--- src/rtl/iir_pkg.sv ---
// Shared types and constants for the IIR coefficient loader: FSM states,
// frame sync/order rules and the Q4.11 unity value.
package iir_pkg;

    typedef enum logic [2:0] {
        IDLE,
        HDR,
        COEF,
        CSUM,
        COMMIT,
        ABORT,
        FLUSH
    } state_t;

    localparam logic [3:0]  SYNC_NIBBLE = 4'hA;
    localparam int          COEF_WORDS  = 6;
    localparam logic [15:0] Q411_ONE    = 16'h0800;
    localparam logic [3:0]  ORDER_MIN   = 4'd1;
    localparam logic [3:0]  ORDER_MAX   = 4'd3;

    // A header is usable when the sync nibble matches and the order is supported.
    function automatic logic hdr_ok(input logic [15:0] word);
        return (word[15:12] == SYNC_NIBBLE) &&
               (word[3:0] >= ORDER_MIN) &&
               (word[3:0] <= ORDER_MAX);
    endfunction

endpackage

--- src/rtl/iir_cfg_chk.sv ---
// Running 16-bit wrap-around checksum of accepted frame words, plus the
// header validity and checksum-match decisions used by the loader FSM.
module iir_cfg_chk
    import iir_pkg::*;
(
    input  logic        clk,
    input  logic        rst_n,
    input  logic        clear,
    input  logic        add,
    input  logic [15:0] word,
    output logic        hdr_valid,
    output logic        sum_match
);

    logic [15:0] sum_reg;

    always_ff @(posedge clk or negedge rst_n) begin
        if (!rst_n) begin
            sum_reg <= '0;
        end else if (clear) begin
            sum_reg <= '0;
        end else if (add) begin
            sum_reg <= sum_reg + word;
        end
    end

    assign hdr_valid = hdr_ok(word);
    assign sum_match = (word == sum_reg);

endmodule

--- src/rtl/iir_coef_loader.sv ---
// Framed coefficient loader: validates header/checksum, stages words in shadow
// registers and commits them atomically, holding the filter in reset meanwhile.
module iir_coef_loader
    import iir_pkg::*;
#(
    parameter int          FLUSH_CYCLES = 4,
    parameter int          TIMEOUT      = 1024,
    parameter logic [15:0] B_RST        = Q411_ONE,
    parameter logic [15:0] A_RST        = 16'h0000
) (
    input  logic        clk,
    input  logic        reset,
    input  logic        start,
    input  logic        load_valid,
    input  logic [15:0] load_data,
    output logic        load_ready,
    output logic        busy,
    output logic        done,
    output logic        err,
    output logic        filt_reset_n,
    output logic [15:0] b0,
    output logic [15:0] b1,
    output logic [15:0] b2,
    output logic [15:0] a1,
    output logic [15:0] a2,
    output logic [15:0] a3,
    output logic [3:0]  order
);

    state_t      state_reg;
    logic        load_ready_reg;
    logic        busy_reg;
    logic        done_reg;
    logic        err_reg;
    logic        filt_reset_n_reg;
    logic        ok_reg;
    logic [3:0]  order_reg;
    logic [3:0]  order_shadow_reg;
    logic [2:0]  idx_reg;
    logic [15:0] idle_cnt_reg;
    logic [7:0]  flush_cnt_reg;

    logic        accept;
    logic        hdr_valid;
    logic        sum_match;
    logic        chk_clear;
    logic        chk_add;
    logic        coef_wr;
    logic        commit;
    logic [15:0] coef_w [COEF_WORDS];

    assign accept    = load_valid && load_ready_reg;
    assign chk_clear = (state_reg == IDLE) && start;
    assign chk_add   = accept && (((state_reg == HDR) && hdr_valid) || (state_reg == COEF));
    assign coef_wr   = accept && (state_reg == COEF);
    assign commit    = (state_reg == COMMIT);

    iir_cfg_chk u_chk (
        .clk       (clk),
        .rst_n     (reset),
        .clear     (chk_clear),
        .add       (chk_add),
        .word      (load_data),
        .hdr_valid (hdr_valid),
        .sum_match (sum_match)
    );

    // Each coefficient has a staging copy; the visible copy only moves on COMMIT,
    // so a partial or rejected frame can never reach the filter.
    generate
        for (genvar gi = 0; gi < COEF_WORDS; gi++) begin : g_coef
            localparam logic [15:0] RST_VAL = (gi < 3) ? B_RST : A_RST;
            logic [15:0] shadow_reg;
            logic [15:0] coef_reg;

            always_ff @(posedge clk or negedge reset) begin
                if (!reset) begin
                    shadow_reg <= '0;
                    coef_reg   <= RST_VAL;
                end else begin
                    if (coef_wr && (idx_reg == 3'(gi))) begin
                        shadow_reg <= load_data;
                    end
                    if (commit) begin
                        coef_reg <= shadow_reg;
                    end
                end
            end

            assign coef_w[gi] = coef_reg;
        end
    endgenerate

    always_ff @(posedge clk or negedge reset) begin
        if (!reset) begin
            state_reg        <= IDLE;
            load_ready_reg   <= 1'b0;
            busy_reg         <= 1'b0;
            done_reg         <= 1'b0;
            err_reg          <= 1'b0;
            filt_reset_n_reg <= 1'b0;
            ok_reg           <= 1'b0;
            order_reg        <= 4'd1;
            order_shadow_reg <= 4'd1;
            idx_reg          <= '0;
            idle_cnt_reg     <= '0;
            flush_cnt_reg    <= '0;
        end else begin
            done_reg <= 1'b0;
            err_reg  <= 1'b0;
            case (state_reg)
                IDLE: begin
                    filt_reset_n_reg <= 1'b1;
                    busy_reg         <= 1'b0;
                    load_ready_reg   <= 1'b0;
                    if (start) begin
                        state_reg        <= HDR;
                        filt_reset_n_reg <= 1'b0;
                        busy_reg         <= 1'b1;
                        load_ready_reg   <= 1'b1;
                        idle_cnt_reg     <= '0;
                    end
                end
                HDR, COEF, CSUM: begin
                    if (accept) begin
                        idle_cnt_reg <= '0;
                        case (state_reg)
                            HDR: begin
                                if (hdr_valid) begin
                                    order_shadow_reg <= load_data[3:0];
                                    idx_reg          <= '0;
                                    state_reg        <= COEF;
                                end else begin
                                    state_reg      <= ABORT;
                                    err_reg        <= 1'b1;
                                    load_ready_reg <= 1'b0;
                                end
                            end
                            COEF: begin
                                idx_reg <= idx_reg + 3'd1;
                                if (idx_reg == 3'(COEF_WORDS - 1)) begin
                                    state_reg <= CSUM;
                                end
                            end
                            default: begin
                                load_ready_reg <= 1'b0;
                                if (sum_match) begin
                                    state_reg <= COMMIT;
                                end else begin
                                    state_reg <= ABORT;
                                    err_reg   <= 1'b1;
                                end
                            end
                        endcase
                    end else if (idle_cnt_reg == 16'(TIMEOUT - 1)) begin
                        // TIMEOUT consecutive cycles without an accepted word
                        state_reg      <= ABORT;
                        err_reg        <= 1'b1;
                        load_ready_reg <= 1'b0;
                    end else begin
                        idle_cnt_reg <= idle_cnt_reg + 16'd1;
                    end
                end
                COMMIT: begin
                    order_reg     <= order_shadow_reg;
                    ok_reg        <= 1'b1;
                    flush_cnt_reg <= '0;
                    state_reg     <= FLUSH;
                end
                ABORT: begin
                    ok_reg        <= 1'b0;
                    flush_cnt_reg <= '0;
                    state_reg     <= FLUSH;
                end
                FLUSH: begin
                    if (flush_cnt_reg == 8'(FLUSH_CYCLES - 1)) begin
                        state_reg        <= IDLE;
                        filt_reset_n_reg <= 1'b1;
                        busy_reg         <= 1'b0;
                        done_reg         <= ok_reg;
                    end else begin
                        flush_cnt_reg <= flush_cnt_reg + 8'd1;
                    end
                end
                default: begin
                    state_reg <= IDLE;
                end
            endcase
        end
    end

    assign load_ready   = load_ready_reg;
    assign busy         = busy_reg;
    assign done         = done_reg;
    assign err          = err_reg;
    assign filt_reset_n = filt_reset_n_reg;
    assign order        = order_reg;
    assign b0           = coef_w[0];
    assign b1           = coef_w[1];
    assign b2           = coef_w[2];
    assign a1           = coef_w[3];
    assign a2           = coef_w[4];
    assign a3           = coef_w[5];

endmodule

--- config.mk ---
export PLATFORM = sky130hd
export DESIGN_NAME = iir_coef_loader
export DESIGN_NICKNAME = d
export VERILOG_FILES = /design/src/rtl/iir_pkg.sv /design/src/rtl/iir_cfg_chk.sv /design/src/rtl/iir_coef_loader.sv
export SDC_FILE = /design/constraint.sdc
export NUM_CORES = 1
export LEC_CHECK = 0
export CAP_MARGIN = 20
export CORE_ASPECT_RATIO = 0.8
export CORE_MARGIN = 4
export CORE_UTILIZATION = 55
export CTS_CLUSTER_SIZE = 8
export DETAILED_ROUTE_END_ITERATION = 7
export PLACE_DENSITY = 0.75
export REMOVE_ABC_BUFFERS = 1
export SETUP_SLACK_MARGIN = 0.05
export SLEW_MARGIN = 20
export SYNTH_ARGS = -nofsm -noshare
export SYNTH_HDL_FRONTEND = slang
export SYNTH_HIERARCHICAL = 1
export SYNTH_SLANG_ARGS = --single-unit
--- constraint.sdc ---
create_clock -name clk -period 3 [get_ports clk]
set_input_delay 0.45 -clock clk [delete_from_list [all_inputs] [get_ports clk]]
set_output_delay 0.45 -clock clk [all_outputs]
set_load 0.01 [all_outputs]
==> results.cfg <==
[status]
status = finished, violations left
violations = hold timing

[cells_and_area]
largest_reg_flops = 96
final_util_pct = 72.0
regArea_mm2 = 0.00631
final_cell_area_mm2 = 0.0139
drive_above_1_share_pct = 32.1
finalNonFillerCells = 1278
num_antenna_cells = 0
area_growth_pct = 26.7
multi_input_area_mm2 = 0.00445
n_fill_cell = 1240
finalNetCount = 1048

[power]
totalPowerFinal_mw = 9.80
ir_worst_vdd_mv = 0.534
leakage_nw = 6.72
powerDensity_mw_per_mm2 = 704

[die]
start_util_pct = 56.9
die_h_um = 134
num_rows = 45
dieWidth_um = 166
top_level_ports = 125
fp.coreArea_mm2 = 0.0193
die_area_mm2 = 0.0223

[global_routing]
grt_pass1_wl_um = 43200
antenna_found_initial = 1
grt_max_degree = 98
grt_overflow = 0
grt_pass1_vias = 8003
grt_usage_pct = 23.9

[flow_run]
drv_cap = 0

[sta]
worst_pin_slew_ps = 984
post-route-period-util_pct = 89.7
period_needed_ps = 2690
maxSlewHeadroom_pct = 33.5
setup_ws_ps = 310
hold_viol = 1
finalSetupTns_ps = 0
rsz0062_at_grt = no
skew_ps = 15.0
slew_viol_final = 0
setup_viol = 0
max_clock_freq_ghz = 0.372
holdWs_ps = -3.91

[routing]
drc_errors = 0
drtAntennaViolNets = 0
vias = 7518
routed_via_density = 5.88
wl_per_cell_um = 20.4
drt_pre_antenna_iters = 5
drtIter0Drc = 540
wl_um = 26100

[logic_synthesis]
synth_edf_count = 0
synth.largest_area_cell = dfrtp_1
ys_types = 70
post-synth-top-count-cell = dfrtp_1
synth_top_area_share_pct = 56.3
yosys_warnings = 6
synth_area_mm2 = 0.0110
synth_common_cells = dfrtp_1 (247), mux2_2 (201), clkbuf_1 (35), nor2_1 (35), a21oi_1 (23)
async_flop_share_pct = 100
synth.ff_latch_count = 252
synth_ff_type = dfrtp_1
syn_inst = 829
synthTopCellsByArea = dfrtp_1 (56%), mux2_2 (21%), ha_1 (2.5%), clkbuf_1 (1.2%), dfstp_2 (1.2%)
ys_seq_area_share_pct = 57.5
avgSynthCellArea_um2 = 13.2

[setup_path]
crit_path_end_kind = flip-flop
critPathArrivalTime_ps = 3070
critical_path_class = in2reg
rr_startpoint = idle_cnt_reg[13]
path_max_fanout = 3
path_cells = clkdlybuf4s50_1 -> or4b_2 -> nor4b_2 -> nand3b_1 -> a211oi_2 -> buf_4 -> nand2b_1 -> mux2i_1 -> mux2_1
crit_family = simple AND/OR/NAND/NOR gates
critPathLaunch = load_data[14]
rr_worst_depth = 4
cp.buffers_inverters = 2
slowest_stage = or4b_2
reg2reg_slack_ps = 480
critPathRequiredTime_ps = 3380
slowest_delay_ps = 700
worstSetupEndpoint = u_chk/sum_reg[15]
cp.depth = 9
cp-start-kind = input port
regToRegEndpoint = state_reg[0]

[clocking]
cts_root_buffer = clkbuf_16
tritoncts = done
path_clk_slew_ps = 50
clock_latency_ps = 500
cts_buffer_depth = 3
numCtsBuffers = 37
htreeDepth = 2
cts.sinks = 252
hold_buffers = 0

[placement]
port_buffers = 124
place_inst = 1224
hpwl_um = 18000
post_dp_cell_area_mm2 = 0.0128
pre_cts_ws_ps = -300
place_congestion = 0.921

[min_path]
min_path_type = in2async
==> cell families (layout without fill, tap and decap cells) <==
group / count (synthesis) / in the layout / share of synthesized area [%]
flip-flops: 252 / 252 / 57.5
multiplexers: 212 / 212 / 21.7
AND/OR/NAND/NOR: 155 / 155 / 7.60
AO/OA/AOI/OAI: 111 / 111 / 7.10
buffers and inverters: 60 / 251 / 2.18
adder cells (fa/ha/maj): 23 / 23 / 2.69
XOR/XNOR: 16 / 16 / 1.28
==> worst reg2reg max path, stage by stage (launching register included) <==
cell and delay, ps:
dfrtp_1 430, or4_1 690, or4_4 640, a211o_1 350
mux2_4 310
==> layout make-up <==
type	instances	share of cell area [%]
tap	258	2.32
inverter	14	0.378
clock buffer	52	7.37
timing repair buffer	183	12.3
multi-input combinational	517	32.0
sequential	252	45.4
clock inverter	2	0.279
==> cell usage in the layout, fill, tap and decap left out, drive strengths merged, types with 16 or more instances in the layout <==
| cell type | n |
|---|---|
| clkbuf | 52 |
| nor2 | 35 |
| ha | 22 |
| mux2 | 203 |
| dfrtp | 247 |
| clkdlybuf4s50 | 123 |
| nand2 | 22 |
| nand3 | 16 |
| o21ai | 21 |
| buf | 60 |
| a21oi | 26 |
==> where the power goes <==
group	internal, mW	total [mW]	leakage, nW	switching [mW]
clock network	2.42	3.83	0.515	1.40
registers	3.70	3.96	3.47	0.265
logic	0.929	2.01	2.74	1.08
total	7.05	9.80	6.72	2.75
==> timing repair <==
item | in CTS | in global routing
endpoints found under the setup margin | 0 | 9
buffers inserted | 0 | 0
resized for setup | 0 | 1
==> metal layers <==
| metal | vias to the layer above | global-route usage [%] | part of all wire [%] |
|---|---|---|---|
| met4 | 2 | 5.41 | 1.5 |
| met2 | 239 | 38.1 | 47 |
| met5 | - | 0 | 0.031 |
| met3 | 29 | 5.19 | 6.0 |
| met1 | 3872 | 34.1 | 46 |
| li1 | 3376 | - | - |
==> worst min path at each step <==
stage                                        from                      end  slack [ps]  depth (start not counted)
after CTS                                   reset                    a2[2]          10                          1
after global placement    g_coef[3].shadow_reg[1]  g_coef[3].shadow_reg[1]         480                          1
after detailed placement                   ok_reg                   ok_reg         480                          1
after global routing                        reset                    a2[2]          40                          1
after floorplan                             reset                    a1[0]         150                          0
final                                       reset                    a2[2]          -4                          1
(Power assumes the default switching activity.)
